$ cat src/rtl/led_pattern_ctrl.sv
// Multi-channel LED pattern controller: off/on/blink/inverted blink per channel
// plus a retriggerable flash. Define LED_PWM_DIM_EN to add duty-cycle dimming.
module led_pattern_ctrl #(
    parameter int CH          = 4,
    parameter int TICK_CYCLES = 50_000,
    parameter int HALF_W      = 10,
    parameter int FLASH_MS    = 50
) (
    input  logic              sclk,
    input  logic              nrst,
    input  logic [2*CH-1:0]   mode,
    input  logic [HALF_W-1:0] half_ms,
    input  logic [CH-1:0]     flash,
`ifdef LED_PWM_DIM_EN
    input  logic [3:0]        duty,
`endif
    output logic [CH-1:0]     led
);

    localparam int TW = (TICK_CYCLES > 1) ? $clog2(TICK_CYCLES) : 1;
    localparam int FW = $clog2(FLASH_MS + 1);

    logic [TW-1:0]     cnt_tick;
    logic              tick;
    logic [HALF_W-1:0] lim;
    logic [2*CH-1:0]   mode_q;
    logic              on_lvl;
    logic [CH-1:0]     led_d;

    assign tick = (cnt_tick == TW'(TICK_CYCLES - 1));
    assign lim  = (half_ms == '0) ? '0 : half_ms - HALF_W'(1);

    always_ff @(posedge sclk or negedge nrst) begin
        if (!nrst) begin
            cnt_tick <= '0;
        end else if (tick) begin
            cnt_tick <= '0;
        end else begin
            cnt_tick <= cnt_tick + TW'(1);
        end
    end

`ifdef LED_PWM_DIM_EN
    logic [3:0] pwm_cnt;

    always_ff @(posedge sclk or negedge nrst) begin
        if (!nrst) begin
            pwm_cnt <= 4'd0;
        end else begin
            pwm_cnt <= pwm_cnt + 4'd1;
        end
    end

    assign on_lvl = (pwm_cnt < duty);
`else
    assign on_lvl = 1'b1;
`endif

    always_ff @(posedge sclk or negedge nrst) begin
        if (!nrst) begin
            mode_q <= '0;
            led    <= '0;
        end else begin
            mode_q <= mode;
            led    <= led_d;
        end
    end

    for (genvar i = 0; i < CH; i++) begin : g_ch
        logic [HALF_W-1:0] bcnt;
        logic              phase;
        logic [FW-1:0]     fcnt;
        logic [1:0]        m_cur;
        logic              restart;
        logic              lvl;

        assign m_cur = mode_q[2*i +: 2];
        // entering blink from off/on restarts; 10<->11 keeps the timer
        assign restart = mode[2*i+1] & ~mode_q[2*i+1];

        always_ff @(posedge sclk or negedge nrst) begin
            if (!nrst) begin
                bcnt  <= '0;
                phase <= 1'b0;
            end else if (restart) begin
                bcnt  <= '0;
                phase <= 1'b1;
            end else if (tick) begin
                if (bcnt == lim) begin
                    bcnt  <= '0;
                    phase <= ~phase;
                end else begin
                    bcnt <= bcnt + HALF_W'(1);
                end
            end
        end

        always_ff @(posedge sclk or negedge nrst) begin
            if (!nrst) begin
                fcnt <= '0;
            end else if (flash[i]) begin
                fcnt <= FW'(FLASH_MS);
            end else if (tick && fcnt != '0) begin
                fcnt <= fcnt - FW'(1);
            end
        end

        always_comb begin
            lvl = 1'b0;
            unique case (m_cur)
                2'b01:   lvl = on_lvl;
                2'b10:   lvl = phase ? on_lvl : 1'b0;
                2'b11:   lvl = phase ? 1'b0 : on_lvl;
                default: lvl = 1'b0;
            endcase
        end

        assign led_d[i] = (fcnt != '0) | lvl;
    end

endmodule

$ cat config.mk
export PLATFORM = sky130hd
export DESIGN_NAME = led_pattern_ctrl
export DESIGN_NICKNAME = d
export VERILOG_FILES = /design/src/rtl/led_pattern_ctrl.sv
export SDC_FILE = /design/constraint.sdc
export NUM_CORES = 1
export LEC_CHECK = 0
export BUFFER_PORTS_ARGS = -buffer_cell sky130_fd_sc_hd__buf_4
export CELL_PAD_IN_SITES_DETAIL_PLACEMENT = 1
export CELL_PAD_IN_SITES_GLOBAL_PLACEMENT = 2
export CORE_UTILIZATION = 42
export CTS_CLUSTER_DIAMETER = 60
export CTS_CLUSTER_SIZE = 10
export DETAILED_ROUTE_END_ITERATION = 6
export PLACE_DENSITY = 0.88
export REMOVE_ABC_BUFFERS = 1
export SYNTH_ARGS = -nofsm -noshare
export SYNTH_HDL_FRONTEND = slang
export SYNTH_SLANG_ARGS = --single-unit
$ cat constraint.sdc
create_clock -name sclk -period 4.4 [get_ports sclk]
set_input_delay 0.22 -clock sclk [delete_from_list [all_inputs] [get_ports sclk]]
set_output_delay 0.22 -clock sclk [all_outputs]
set_load 0.02 [all_outputs]
# Word-level counts from Yosys, hierarchy flattened
# Cells that the tools add are included.
[totals]
out_inout_bits = 4
word_cells = 129
ff_bits = 96
[classes]
muxes = 46
reduce_logical = 25
addsub = 10
eq_ne = 17
bitwise_logic = 16
[op_table]
columns = ["cell", "count"]
rows = [
  ["2-to-1 mux 10 bit", 13],
  ["2-to-1 mux 6 bit", 8],
  ["adder 10 x 1 -> 10 bit, second input constant", 4],
  ["equality test 10 bit", 4],
  ["nonzero test 2 bit", 12],
  ["nonzero test 6 bit", 4],
  ["subtractor 6 x 1 -> 6 bit, second input constant", 4],
  ["2-to-1 mux 1 bit", 20],
  ["adder 16 x 1 -> 16 bit, second input constant", 1],
  ["equality test 16 bit, second input constant", 1],
  ["equality test 2 bit, second input constant", 8],
  ["2-to-1 mux 16 bit", 1],
  ["case mux 1 bit (3 select lines)", 4],
  ["logical NOT 10 bit", 1],
  ["subtractor 10 x 1 -> 10 bit, second input constant", 1],
  ["equality test 2 x 1 -> 1 bit, second input constant", 4],
  ["inverter 1 bit", 8],
  ["AND reduction 2 bit", 4],
  ["AND 1 bit", 4],
  ["logical AND 1 bit", 4],
  ["bitwise OR 1 bit", 4],
]

# Longest topological paths before layout
[logic_depth]
word_depth = 6
depth_mapped = 13
depth_no_buf = 9

# Worst setup path after synthesis
# No wires, ideal clock.
[synth_timing]
kind = "input -> register"
start = "input half_ms[0]"
end = "register g_ch[3].phase"
path_stages = 11
required_ns = 4.276
setup_ns = 0.124
arrival_time_ns = 2.770
slack_ns = 1.505
cell_sequence = "clkbuf_1 -> inv_1 -> ha_1 -> buf_2 -> or4b_1 -> or4_4 -> a21boi_1 -> o2111ai_1 -> nor4b_4 -> and4_1 -> nor2_1"
[synth_between]
elab_chain_cells = 5
word_cells_on_any_way = 6
[synth_rtl]
columns = ["item", "line", "text"]
rows = [
  ["start, declared", "12", "input logic [HALF_W-1:0] half_ms,"],
  ["subtractor 10 x 1 -> 10 bit / logical NOT 10 bit (equally long branches)", "31", "assign lim = (half_ms == '0) ? '0 : half_ms - HALF_W'(1);"],
  ["2-to-1 mux 10 bit *", "31", ""],
  ["equality test 10 bit *", "89", "if (bcnt == lim) begin"],
  ["nonzero test 2 bit (no line) *", "--", ""],
  ["AND reduction 2 bit (no line) *", "--", ""],
  ["end signal, assigned", "91", "phase <= ~phase;"],
  ["end, declared", "71", "logic phase;"],
]
# Every way passes the cells marked *; elsewhere a longest branch is shown, timed or not.
# A chain may end at the register's enable or synchronous reset.

# Final worst setup path
# Ends and elaborated chain as after synthesis.

==> reports/results.tsv <==
stage	metric	value	unit
worst_setup_path	WP data required	4.64	ns
sta	final-report hold violation count	22	
detailed_routing	drt first pass iters	5	
clock_tree	CTS Hold Buffers Added	8	
final_layout	layout cells sized above 1	9.167	%
sta	worst rel slew slack	40.73	%
final_layout	Final nets	753	
power_and_ir_drop	combinational share of power	9.6	%
final_layout	Finished Cell Area	6923	sq um
clock_tree	Post-CTS Resized	0	
sta	minimum clock period	2.906	ns
global_route	grt ovf	0	
clock_tree	root buf cell	clkbuf_16	
detailed_routing	final wirelength	16920	microns
clock_tree	H-tree depth	3	
power_and_ir_drop	clock power share	43.6	%
detailed_routing	residual DRC count	0	
die	DIE WIDTH	123.8	microns
power_and_ir_drop	Pwr Total	1.928	mW
synth	top_reg_cell synth	dfrtp_1	
power_and_ir_drop	register share of total power	46.8	%
die	IO Pins	28	
sta	Slew Limit Fails	0	
synth	Cell variety after synth	81	
power_and_ir_drop	Pwr Density	278.5	nW/um^2
clock_tree	setup bufs post-CTS	0	
final_layout	diode count	0	
synth	Mapped Cells	698	
sta	Least-Margin Pin Slew	0.8890	ns
status	failing checks	hold timing	
clock_tree	CTS max path bufs	2	
synth	ranking of synthesized cells by area	dfrtp_1 (39%), nor2_1 (4.9%), xnor2_1 (4.5%)	
detailed_routing	routed len/inst	18.72	microns
sta	fmax	344.1	MHz
synth	number of enable flip-flop cells after synthesis	0	
synth	asr flop ratio synth	100.0	%
hold_path	HP Class	input port to asynchronous set/reset pin	
die	die footprint	15320	sq um
job	max-cap violations	0	
global_route	antenna violations before repair	0	
detailed_routing	initial DRC count	254	
synth	sequential element share of the synthesized area	38.58	%
worst_setup_path	crit path DAT	3.15	ns
synth	synthesis warning total	0	
clock_tree	clock sink count	96	
synth	Yosys top cell by area	dfrtp_1	
worst_setup_path	Worst setup SP type	input port	
sta	RSZ-0062 raised after global routing	false	
power_and_ir_drop	Sw Share	26.14	%
detailed_routing	vias per inst	5.962	
die	FP Rows	44	
place	Post-Place Setup Slack	1.119	ns
synth	post-synthesis area per instance	8.922	sq um
clock_tree	CTS buffer count	9	
sta	Setup violations, final	0	
global_route	Tot GR Track Use	23.82	%
place	I/O Buffers	27	
place	DP Wirelength	12410	microns
power_and_ir_drop	Lkg Pwr	2.788	nW
synth	Yosys top cell area share	38.58	%
die	Core ar.	14480	sq um
sta	Hold Slack	-0.02903	ns
worst_setup_path	critical path type	input port to register	
power_and_ir_drop	Int Pwr	1.424	mW
clock_tree	clock latency on the worst-skew pair	0.36	ns
sta	Clock Skew	0.003698	ns
detailed_routing	vias	5390	
global_route	vias in the first global route	5464	
synth	mapped cell area	6227	sq um
clock_tree	CTS tree	built	
sta	period utilisation layout	66.04	%
sta	Total Negative Setup Slacks	0	ns
synth	synthesized flop and latch total	96	
place	Final GP Congestion	0.9081	
place	DP Area	6528	sq um
die	initial core utilization	43.01	%
final_layout	Area growth syn-to-layout	11.17	%
final_layout	Util after Layout	47.81	%
detailed_routing	Routed Antenna Nets	0	
clock_tree	Worst-path clk slew	0.07	ns
final_layout	filler-free cell count of the finished design	904	
status	status	finished, violations left	
power_and_ir_drop	maximum vdd drop	0.0001953	V
global_route	first-pass GRT wire length	28100	microns
worst_setup_path	Worst setup EP type	register	
worst_setup_path	Max FO, Critical Path	15	
die	chip height	123.8	microns
global_route	largest net degree at the start of global routing	69	
power_and_ir_drop	Psw	504.0	uW
place	Cells after DPL	880	
sta	final worst slack	1.494	ns
## final timing paths
kind                                         from                           to  slack [ns]  cells after the start
hold / removal                               nrst  g_ch[2].bcnt[9]$_DFFE_PN0P_       -0.03                      1
setup / recovery                       half_ms[0]    g_ch[3].phase$_DFFE_PN0P_        1.49                     10
setup reg to reg           cnt_tick[13]$_DFF_PN0_  g_ch[2].fcnt[5]$_DFFE_PN0P_        1.51                      7
max in group asynchronous                    nrst  g_ch[2].fcnt[4]$_DFFE_PN0P_        3.51                      2
min in group sclk                        flash[3]  g_ch[3].fcnt[0]$_DFFE_PN0P_        0.05                      2
hold reg to reg             cnt_tick[0]$_DFF_PN0_        cnt_tick[0]$_DFF_PN0_        0.49                      1
## per-layer routing
layer  wire [microns]  vias to the layer above  GRT usage (%)
li1                 -                     2558              -
met1             7681                     2689          31.26
met2             8135                      114          39.24
met3              750                       29          4.625
met4              354                        0          7.605
met5                0                        -              0
## Yosys cell counts (3+ instances only)
cell type and count:
o21ai_1 3, o31a_1 3, nor3_1 19, mux2i_1 5
a21o_1 11, clkbuf_1 20, nor4_1 7, a22o_1 3
nand4_1 18, nor3b_1 4, nor2_1 82, and4_1 3
nor2b_1 11, ha_1 14, and2_1 4, nand3_1 41
xor2_1 32, nand2b_1 23, a211oi_1 6, dfrtp_1 96
buf_2 3, or3_1 8, a31oi_1 7, or4_1 9
nand4b_1 4, a21oi_1 19, o21ai_0 26, xnor2_1 32
inv_1 24, nor3_2 3, buf_6 4, o22ai_1 7
o2111ai_1 8, buf_1 4, and3_1 16, nand2_1 53
a211o_1 6, a221oi_1 4
## power by group through the flow
stage / Sequential, mW / Combinational, mW / Clock, mW
after floorplan: 0.915 / 0.0941 / 0
after global placement: 0.918 / 0.177 / 0
after detailed placement: 0.918 / 0.179 / 0
after CTS: 0.901 / 0.185 / 0.867
after global routing: 0.903 / 0.204 / 0.900
final: 0.901 / 0.185 / 0.841
## logic make-up (layout without fill, tap and decap cells)
logic type	Yosys count	after routing	synth area share (%)
flops	96	96	38.58
xor+xnor	65	65	9.383
mux	6	6	0.9845
compound gates	134	134	15.55
simple gates	325	325	28.57
fa+ha+maj	14	14	2.813
buf+inv	58	80	4.119
## state kept, by name, indices dropped and copies added (netlist names)
name,cells
g_ch.bcnt,40
g_ch.fcnt,24
cnt_tick,16
mode_q,8
g_ch.phase,4
led,4
## critical path, cell delays in order
cell and delay [ns]:
buf_4 0.18, inv_1 0.07, ha_1 0.38, or4b_1 0.56, o21ai_0 0.44, and3b_1 0.24, o2111ai_1 0.15, nor4b_4 0.59
and4_1 0.27, nor2_1 0.04
## placed cells by master (no fill, tap or decap), types with 14 or more instances in the layout
master	synthesis	final
and3_1	16	16
dfrtp_1	96	96
ha_1	14	14
nand2b_1	23	23
xor2_1	32	32
a21oi_1	19	19
nand3_1	41	41
xnor2_1	32	32
nand2_1	53	53
nor2_1	82	82
buf_4	1	31
nor3_1	19	19
o21ai_0	26	26
nand4_1	18	18
inv_1	24	24
## cell type report
cell class              instances  area [sq um]
well taps                     184         230.2
multi-input cells             544          3568
flip-flops and latches         96          2402
clock inverters                 6         76.32
clock buffers                  10         239.0
repair buffers                 39         312.8
inverters                      25         93.84
fillers                      1672          7556
(Power assumes the default switching activity.)
